File: src/rtl/mlp_argmax_pkg.sv
`default_nettype none
// ============================================================================
// Module      : mlp_argmax_pkg
// Description : Shared constants and types for the MLP output-layer argmax
//               stage and its helper blocks.
//               - DATA_WIDTH_DEF  : score word width (codebase dataWidth)
//               - NUM_CLASSES_DEF : score beats per inference
//               - IDX_WIDTH_DEF   : class-index width, clog2(NUM_CLASSES_DEF)
//               - state_e         : 2-bit argmax sequencer state encoding
// Revision    : 1.0  initial release
// ============================================================================
package mlp_argmax_pkg;

  localparam int DATA_WIDTH_DEF  = 16;
  localparam int NUM_CLASSES_DEF = 10;
  localparam int IDX_WIDTH_DEF   = $clog2(NUM_CLASSES_DEF);

  localparam logic [1:0] ST_IDLE_ENC = 2'd0;
  localparam logic [1:0] ST_SCAN_ENC = 2'd1;
  localparam logic [1:0] ST_DONE_ENC = 2'd2;

  typedef enum logic [1:0] {
    ST_IDLE = ST_IDLE_ENC,
    ST_SCAN = ST_SCAN_ENC,
    ST_DONE = ST_DONE_ENC
  } state_e;

endpackage : mlp_argmax_pkg
`default_nettype wire

File: src/rtl/mlp_signed_max_cmp.sv
`default_nettype none
// ============================================================================
// Module      : mlp_signed_max_cmp
// Description : Combinational signed greater-than comparator, shared by the
//               argmax stage and later pooling / top-k blocks.
// Ports       : a  (in,  WIDTH) signed candidate value
//               b  (in,  WIDTH) signed reference value
//               gt (out, 1)     a > b, two's-complement compare
// Revision    : 1.0  initial release
// ============================================================================
module mlp_signed_max_cmp
  import mlp_argmax_pkg::*;
#(
  parameter int WIDTH = DATA_WIDTH_DEF
) (
  input  logic signed [WIDTH-1:0] a,
  input  logic signed [WIDTH-1:0] b,
  output logic                    gt
);

  // Strictly greater: equal values report 0 so the earlier index is kept.
  assign gt = (a > b);

endmodule : mlp_signed_max_cmp
`default_nettype wire

File: src/rtl/mlp_argmax.sv
`default_nettype none
// ============================================================================
// Module      : mlp_argmax
// Description : Consumes the serial stream of NUM_CLASSES signed class scores
//               from the last MLP layer, tracks the running maximum and
//               reports the winning class index and score, raising a level
//               interrupt for the host when the result is ready.
// Ports       : s_axi_aclk  (in)  clock
//               reset       (in)  asynchronous active-high reset
//               soft_clear  (in)  synchronous abort back to IDLE
//               in_data     (in)  signed score beat
//               in_valid    (in)  score beat valid
//               in_last     (in)  producer end-of-stream marker
//               in_ready    (out) block can accept a beat
//               out_idx     (out) index of the maximum score
//               out_max     (out) maximum score value
//               out_valid   (out) result valid, held until accepted
//               out_ready   (in)  consumer accepts the result
//               len_err     (out) sticky in_last position mismatch
//               intr        (out) level interrupt on result completion
//               intr_clr    (in)  single-cycle interrupt clear
// Revision    : 1.0  initial release
// ============================================================================
module mlp_argmax
  import mlp_argmax_pkg::*;
#(
  parameter int DATA_WIDTH  = DATA_WIDTH_DEF,
  parameter int NUM_CLASSES = NUM_CLASSES_DEF,
  parameter int IDX_WIDTH   = IDX_WIDTH_DEF
) (
  input  logic                  s_axi_aclk,
  input  logic                  reset,
  input  logic                  soft_clear,
  input  logic [DATA_WIDTH-1:0] in_data,
  input  logic                  in_valid,
  input  logic                  in_last,
  output logic                  in_ready,
  output logic [IDX_WIDTH-1:0]  out_idx,
  output logic [DATA_WIDTH-1:0] out_max,
  output logic                  out_valid,
  input  logic                  out_ready,
  output logic                  len_err,
  output logic                  intr,
  input  logic                  intr_clr
);

  // One spare bit so the final-beat count never wraps for legal parameters.
  localparam int                   CNT_WIDTH = IDX_WIDTH + 1;
  localparam logic [CNT_WIDTH-1:0] CNT_LAST  = CNT_WIDTH'(NUM_CLASSES - 1);
  localparam logic [CNT_WIDTH-1:0] CNT_ONE   = CNT_WIDTH'(1);

  state_e                state_q,     state_d;
  logic [CNT_WIDTH-1:0]  cnt_q,       cnt_d;
  logic [DATA_WIDTH-1:0] max_q,       max_d;
  logic [IDX_WIDTH-1:0]  idx_q,       idx_d;
  logic                  in_ready_q,  in_ready_d;
  logic                  out_valid_q, out_valid_d;
  logic                  len_err_q,   len_err_d;
  logic                  intr_q,      intr_d;

  logic                  beat_fire;
  logic                  beat_is_last;
  logic                  score_gt;

  mlp_signed_max_cmp #(
    .WIDTH (DATA_WIDTH)
  ) u_cmp (
    .a  (in_data),
    .b  (max_q),
    .gt (score_gt)
  );

  always_comb begin
    beat_fire    = in_valid && in_ready_q;
    beat_is_last = (cnt_q == CNT_LAST);

    state_d   = state_q;
    cnt_d     = cnt_q;
    max_d     = max_q;
    idx_d     = idx_q;
    len_err_d = len_err_q;
    intr_d    = intr_q;

    if (soft_clear) begin
      // Abort wins over everything; a beat offered this cycle is dropped.
      // The last result registers are intentionally left untouched.
      state_d   = ST_IDLE;
      cnt_d     = '0;
      len_err_d = 1'b0;
      intr_d    = 1'b0;
    end else begin
      if (intr_clr) begin
        intr_d = 1'b0;
      end

      case (state_q)
        ST_IDLE, ST_SCAN: begin
          if (beat_fire) begin
            if (state_q == ST_IDLE) begin
              // First beat seeds the running maximum unconditionally.
              max_d = in_data;
              idx_d = '0;
            end else if (score_gt) begin
              max_d = in_data;
              idx_d = cnt_q[IDX_WIDTH-1:0];
            end

            // in_last is only a consistency check; sequencing is by count.
            if (in_last != beat_is_last) begin
              len_err_d = 1'b1;
            end

            if (beat_is_last) begin
              state_d = ST_DONE;
              cnt_d   = '0;
              // Completion set overrides a same-cycle intr_clr.
              intr_d  = 1'b1;
            end else begin
              state_d = ST_SCAN;
              cnt_d   = cnt_q + CNT_ONE;
            end
          end
        end

        ST_DONE: begin
          if (out_ready) begin
            state_d = ST_IDLE;
          end
        end

        default: begin
          state_d = ST_IDLE;
          cnt_d   = '0;
        end
      endcase
    end

    // Handshake flags are registered from the next state so they line up
    // with the state they describe; both read 0 while reset is held.
    in_ready_d  = (state_d != ST_DONE);
    out_valid_d = (state_d == ST_DONE);
  end

  always_ff @(posedge s_axi_aclk or posedge reset) begin
    if (reset) begin
      state_q     <= ST_IDLE;
      cnt_q       <= '0;
      max_q       <= '0;
      idx_q       <= '0;
      in_ready_q  <= 1'b0;
      out_valid_q <= 1'b0;
      len_err_q   <= 1'b0;
      intr_q      <= 1'b0;
    end else begin
      state_q     <= state_d;
      cnt_q       <= cnt_d;
      max_q       <= max_d;
      idx_q       <= idx_d;
      in_ready_q  <= in_ready_d;
      out_valid_q <= out_valid_d;
      len_err_q   <= len_err_d;
      intr_q      <= intr_d;
    end
  end

  assign in_ready  = in_ready_q;
  assign out_idx   = idx_q;
  assign out_max   = max_q;
  assign out_valid = out_valid_q;
  assign len_err   = len_err_q;
  assign intr      = intr_q;

endmodule : mlp_argmax
`default_nettype wire

File: config.mk
export PLATFORM = sky130hd
export DESIGN_NAME = mlp_argmax
export DESIGN_NICKNAME = d
export VERILOG_FILES = /design/src/rtl/mlp_argmax_pkg.sv /design/src/rtl/mlp_signed_max_cmp.sv /design/src/rtl/mlp_argmax.sv
export SDC_FILE = /design/constraint.sdc
export NUM_CORES = 1
export LEC_CHECK = 0
export CORE_MARGIN = 3
export CORE_UTILIZATION = 52
export DETAILED_ROUTE_END_ITERATION = 7
export MAX_ROUTING_LAYER = met4
export PLACE_DENSITY = 0.9
export SYNTH_ARGS = -nofsm -noshare
export SYNTH_HDL_FRONTEND = slang
export SYNTH_SLANG_ARGS = --single-unit
File: constraint.sdc
create_clock -name s_axi_aclk -period 4.6 [get_ports s_axi_aclk]
set_input_delay 1.15 -clock s_axi_aclk [delete_from_list [all_inputs] [get_ports s_axi_aclk]]
set_output_delay 1.15 -clock s_axi_aclk [all_outputs]
set_load 0.01 [all_outputs]
-- Word level (Yosys, flattened, before mapping)
Index checks and enable logic that the tools add are counted.
- flip-flop bits (word level): 31
- input port bits: 23
- word-level logic and storage cells: 51
- output and inout port bits: 24
- reduce and logical (&&, ||, !) cells: 10
- $lt $le $gt $ge: 1
- $add $sub $neg: 1
- mux-type cells: 22
- bitwise logic cells: 1
- eq/ne operators: 8
- operators by type and width (cell ; number):
    $mux W16 ; 2
    $gt A16 B16 Y1 ; 1
    $mux W5 ; 3
    $pmux W5 S2 ; 1
    $mux W1 ; 9
    $mux W2 ; 4
    $mux W4 ; 2
    $reduce_bool A2 Y1 ; 4
    $add A5 B1 Y5 const B ; 1
    $eq A5 B4 Y1 const B ; 1
    $eq A2 B2 Y1 const B ; 2
    $ne A2 B2 Y1 const B ; 2
    $pmux W2 S2 ; 1
    $reduce_and A4 Y1 ; 1
    $ne A3 B3 Y1 const B ; 1
    $reduce_and A3 Y1 ; 1
    $eq A2 B1 Y1 const B ; 1
    $logic_not A2 Y1 ; 1
    $reduce_and A2 Y1 ; 1
    $reduce_or A2 Y1 ; 1
    $logic_and A1 B1 Y1 ; 1
    $ne A1 B1 Y1 ; 1
    $not A1 Y1 ; 1

-- Depth between registers and ports, before layout
- depth after elaboration: 6
- mapped depth: 8
- mapped depth without buffers: 7

-- Cells and area by module
Synthesis repeated with hierarchy kept, for this count alone.
- cells, all modules: 164
- area, all modules: 1821.7 µm²
- by module, submodules not included (module ; instances ; area an instance (µm²) ; cells an instance ; seq. area each (µm²)):
    mlp_argmax ; 1 ; 1405.1 ; 106 ; 775.7
    mlp_signed_max_cmp ; 1 ; 416.6 ; 58 ; 0.0

-- Worst setup path after synthesis
Ideal clock, no wire load.
- kind: input to register
- start: input in_data[15]
- end: register max_q[10] (netlist: out_max[10])
- stages on the path: 7
- data required time: 4.475 ns
- library setup time: 0.125 ns
- buffers on the path: 1
- arrival time: 2.834 ns
- setup slack: 1.641 ns
- cells stage by stage: ha_1 -> and4_2 -> a41o_1 -> nor4_1 -> a211oi_2 -> buf_6 -> mux2_4
- longest elaborated chain between the ends: 3
- RTL lines (what ; line ; RTL):
    start: declaration ; mlp_argmax.sv:34 ; input logic [DATA_WIDTH-1:0] in_data,
    $gt A16 B16 Y1 ; mlp_signed_max_cmp.sv:22 ; assign gt = (a > b);
    $reduce_bool A2 Y1 (no line) ; - ;
    $reduce_and A4 Y1 (no line) ; - ;
    end signal: assignment ; mlp_argmax.sv:157 ; max_q <= max_d;
    end: declaration ; mlp_argmax.sv:54 ; logic [DATA_WIDTH-1:0] max_q, max_d;
No other way between the ends.
A chain may end at the register's enable or synchronous reset.

-- Worst setup path in the final report
- start: input in_data[15]
- end: register max_q[3] (netlist: out_max[3])
Same word-level chain as after synthesis.

==> impl_table.tex <==
\begin{tabular}{lr}
\hline
Metric & Value \\
\hline
\multicolumn{2}{l}{\textbf{Run status}} \\
Result of the run & completed \\
\multicolumn{2}{l}{\textbf{Clock tree}} \\
Count of hold buffers inserted by post-cts repair & 0 \\
Number of clock sinks & 31 \\
Clock insertion delay at the later pin of the skew report & 330 ps \\
Number of instances resized during post-cts repair & 0 \\
Clock Tree Root & sky130\_fd\_sc\_hd\_\_clkbuf\_4 \\
Post-CTS Setup Repair Bufs & 0 \\
Inserted Clock Buffers & 5 \\
Clock Tree Buf Depth & 2 \\
Number of H-tree levels & 2 \\
Clock tree from TritonCTS & done \\
Reg clk slew, reported paths & 90 ps \\
\multicolumn{2}{l}{\textbf{Worst setup path}} \\
Peak fanout along the critical path & 16 \\
Critical path startpoint & in\_data[15] \\
Data arrival at the endpoint of the critical path & 3770 ps \\
Critical path data required time & 4820 ps \\
WP buf/inv & 2 \\
Kind of cell adding the most delay to the critical path & buffers and inverters \\
Largest incremental delay on the critical path & 430 ps \\
Worst Path Class, Setup & input pin to register \\
Critical-path cell with the highest stage delay & sky130\_fd\_sc\_hd\_\_clkdlybuf4s50\_1 \\
Launch point of the worst reg-to-reg path & out\_max[15] \\
Nature of the critical path endpoint & register \\
Startpoint types & input pin \\
Crit path cell chain & clkdlybuf4s50\_1 > ha\_1 > and4\_2 > a41oi\_1 > nor3\_1 > a211oi\_4 > buf\_4 > mux2\_4 \\
\multicolumn{2}{l}{\textbf{Pwr}} \\
Peak supply drop & 0.181 mV \\
Switching share of total power & 0.304 \\
Logic pwr share & 0.351 \\
Switching power total & 0.244 mW \\
Sequential fraction of design power & 0.421 \\
Power per cell area & 338 nW/µm² \\
Post-layout power & 0.803 mW \\
Total leakage power & 1.09 nW \\
Cell-internal power & 0.559 mW \\
Clock Power Share & 0.228 \\
\multicolumn{2}{l}{\textbf{Synth}} \\
Most numerous cell types in the synthesized netlist & sky130\_fd\_sc\_hd\_\_dfrtp\_1, sky130\_fd\_sc\_hd\_\_inv\_1, sky130\_fd\_sc\_hd\_\_ha\_1 \\
Register area share after synthesis & 0.432 \\
Area fraction of the dominant cell type after synthesis & 0.432 \\
Most used DFF post-synth & sky130\_fd\_sc\_hd\_\_dfrtp\_1 \\
Number of enable-type register cells in the synthesized netlist & 0 \\
Area of the mapped netlist & 1800 µm² \\
Synth cell types & 32 \\
Most used standard cell by instance count after synthesis & sky130\_fd\_sc\_hd\_\_dfrtp\_1 \\
Synthesized area per cell & 11.0 µm² \\
Proportion of synthesized flip-flops having asynchronous set or reset & 1.00 \\
Biggest area contributors in the synthesized netlist & sky130\_fd\_sc\_hd\_\_dfrtp\_1, sky130\_fd\_sc\_hd\_\_mux2\_4, sky130\_fd\_sc\_hd\_\_ha\_1, sky130\_fd\_sc\_hd\_\_inv\_1, sky130\_fd\_sc\_hd\_\_a21oi\_1 \\
Nets in the synthesized netlist & 204 \\
Cell type with the highest aggregate area in the netlist & sky130\_fd\_sc\_hd\_\_dfrtp\_1 \\
Number of register bits inferred by synthesis & 31 \\
Syn Inst Count & 163 \\
Warnings, synthesis & 0 \\
\multicolumn{2}{l}{\textbf{Detailed routing}} \\
Routed Wire Length & 4080 µm \\
Wire length per cell & 15.7 µm \\
First-pass DRT Iterations & 4 \\
Post-route DRC violation count & 0 \\
Via density per instance & 5.48 \\
Post-detailed-route count of antenna-violating nets & 0 \\
Violation count after the first detailed-routing iteration & 91 \\
Total via count in the routed design & 1424 \\
\multicolumn{2}{l}{\textbf{GRT}} \\
Met3 Track Usage GR & 0.0728 \\
Number of antenna violations at the first check in global routing & 0 \\
GRT Overall Usage & 0.222 \\
Global routing's busiest layer & met2 \\
Overflow left after global routing & 0 \\
Global-route track usage on met1 & 0.239 \\
Routing usage on met2 & 0.398 \\
Number of global-route vias before repair & 1558 \\
Wire length of the first global-routing pass & 7040 µm \\
Largest net degree at the start of global routing & 32 \\
\multicolumn{2}{l}{\textbf{STA}} \\
Pins Over Slew Limit & 0 \\
Final number of setup-violating endpoints & 0 \\
Achievable Freq & 282 MHz \\
Transition at the pin with the smallest max-transition slack & 1160 ps \\
Min setup slack post-route & 1050 ps \\
Worst relative slew slack & 0.229 \\
Sum of negative setup slack & 0 ps \\
Number of hold-slack violations in the final timing report & 0 \\
Setup repair after global routing missed its margin & no \\
Final critical path time including I/O delays and setup & 3550 ps \\
Layout Skew & 5.06 ps \\
Share of the cycle needed by the critical path after routing & 0.771 \\
\multicolumn{2}{l}{\textbf{Floorplanning}} \\
Die width & 64.8 µm \\
DIE AREA & 4200 µm² \\
Floorplan Core Area & 3180 µm² \\
Chip Height & 64.8 µm \\
Number of ports placed on the die boundary & 47 \\
Starting Density & 0.565 \\
Row count & 20 \\
\multicolumn{2}{l}{\textbf{Flow run}} \\
Max-capacitance violation count & 0 \\
\multicolumn{2}{l}{\textbf{Place}} \\
Placer congestion estimate & 0.814 \\
Post-placement worst setup slack & 758 ps \\
Detailed placement HPWL & 3120 µm \\
Port Buf Inserts & 46 \\
\multicolumn{2}{l}{\textbf{Cells and area}} \\
Layout area overhead & 32.1\% \\
Share of layout cells above drive strength 1 & 0.134 \\
Diodes inserted & 0 \\
Final Net Count & 256 \\
\multicolumn{2}{l}{\textbf{Worst hold path}} \\
Startpoint of the tightest hold check path & cnt\_q[4] \\
Class of the worst hold path & register to register \\
\hline
\end{tabular}
==> layout make-up <==
type                            instances  area (µm²)
Multi-Input combinational cell        106         916
Fill cell                             226         805
Sequential cell                        31         776
Timing Repair Buffer                   47         468
Inverter                               24        90.1
Clock buffer                            8        68.8
Tap cell                               44        55.1
==> sequential cells by signal (all words and copies together) (netlist names) <==
signal     flops
intr           1
state_q        2
out_valid      1
len_err        1
in_ready       1
cnt_q          5
out_idx        4
out_max       16
==> per-layer routing <==
| layer | vias to the layer above | wire [µm] |
|---|---|---|
| met1 | 693 | 1650 |
| met5 | - | 0 |
| li1 | 681 | - |
| met3 | 4 | 236 |
| met2 | 46 | 2170 |
| met4 | 0 | 24 |
==> metrics by stage <==
stage           util  instance area (µm²)  hold WS, ps  cells
6_report       0.747                 2370          520    260
5_1_grt        0.747                 2370          524    260
4_1_cts        0.747                 2370          520    260
3_5_place_dp   0.725                 2300          508    252
3_3_place_gp   0.725                 2300          468    252
2_1_floorplan      -                 1800          446    163
==> layout by cell type, fill, tap and decap left out, types with 2 or more instances in the layout <==
| cell | netlist | layout |
|---|---|---|
| sky130_fd_sc_hd__clkbuf_4 | 0 | 5 |
| sky130_fd_sc_hd__clkbuf_8 | 0 | 2 |
| sky130_fd_sc_hd__nand4_1 | 3 | 3 |
| sky130_fd_sc_hd__xor2_1 | 2 | 2 |
| sky130_fd_sc_hd__a211oi_1 | 2 | 2 |
| sky130_fd_sc_hd__nor2_1 | 7 | 7 |
| sky130_fd_sc_hd__a21o_1 | 2 | 2 |
| sky130_fd_sc_hd__nand2_1 | 8 | 8 |
| sky130_fd_sc_hd__nand3_1 | 3 | 3 |
| sky130_fd_sc_hd__mux2_4 | 16 | 16 |
| sky130_fd_sc_hd__a21oi_1 | 10 | 10 |
| sky130_fd_sc_hd__clkdlybuf4s50_1 | 0 | 46 |
| sky130_fd_sc_hd__inv_1 | 24 | 24 |
| sky130_fd_sc_hd__nor4_1 | 2 | 2 |
| sky130_fd_sc_hd__nand2b_1 | 4 | 4 |
| sky130_fd_sc_hd__ha_1 | 18 | 18 |
| sky130_fd_sc_hd__dfrtp_1 | 31 | 31 |
| sky130_fd_sc_hd__nor3_1 | 4 | 4 |
| sky130_fd_sc_hd__o21ai_0 | 7 | 7 |
| sky130_fd_sc_hd__o2bb2ai_1 | 4 | 4 |
==> path summary, 6_finish.rpt <==
kind	end	slack, ps	cells after the start
worst max-delay path	out_max[3]	1050	8
worst min-delay path	cnt_q[4]	520	1
worst max register to register	out_max[3]	1910	8
worst min register to register	cnt_q[4]	520	1
max in group asynchronous	out_max[13]	2490	2
min in group asynchronous	out_idx[0]	1410	2
==> cells by family (layout without fill, tap and decap cells) <==
group,count (synthesis),after routing,share of synthesized area
AOI/OAI and AO/OA,32,32,0.118
xor gates and xnor gates,2,2,0.00975
adders and majority gates,18,18,0.125
buffers and inverters,26,79,0.0627
DFF,31,31,0.432
muxes,16,16,0.134
and+or+nand+nor,38,38,0.118
==> power by group through the flow <==
stage                     combinational, mW  clock [mW]  sequential, mW
after floorplan                       0.149           0           0.352
after global placement                0.270           0           0.339
after detailed placement              0.282           0           0.343
after CTS                             0.284       0.186           0.338
after global routing                  0.310       0.203           0.343
final                                 0.282       0.183           0.338
(Power assumes the default switching activity.)
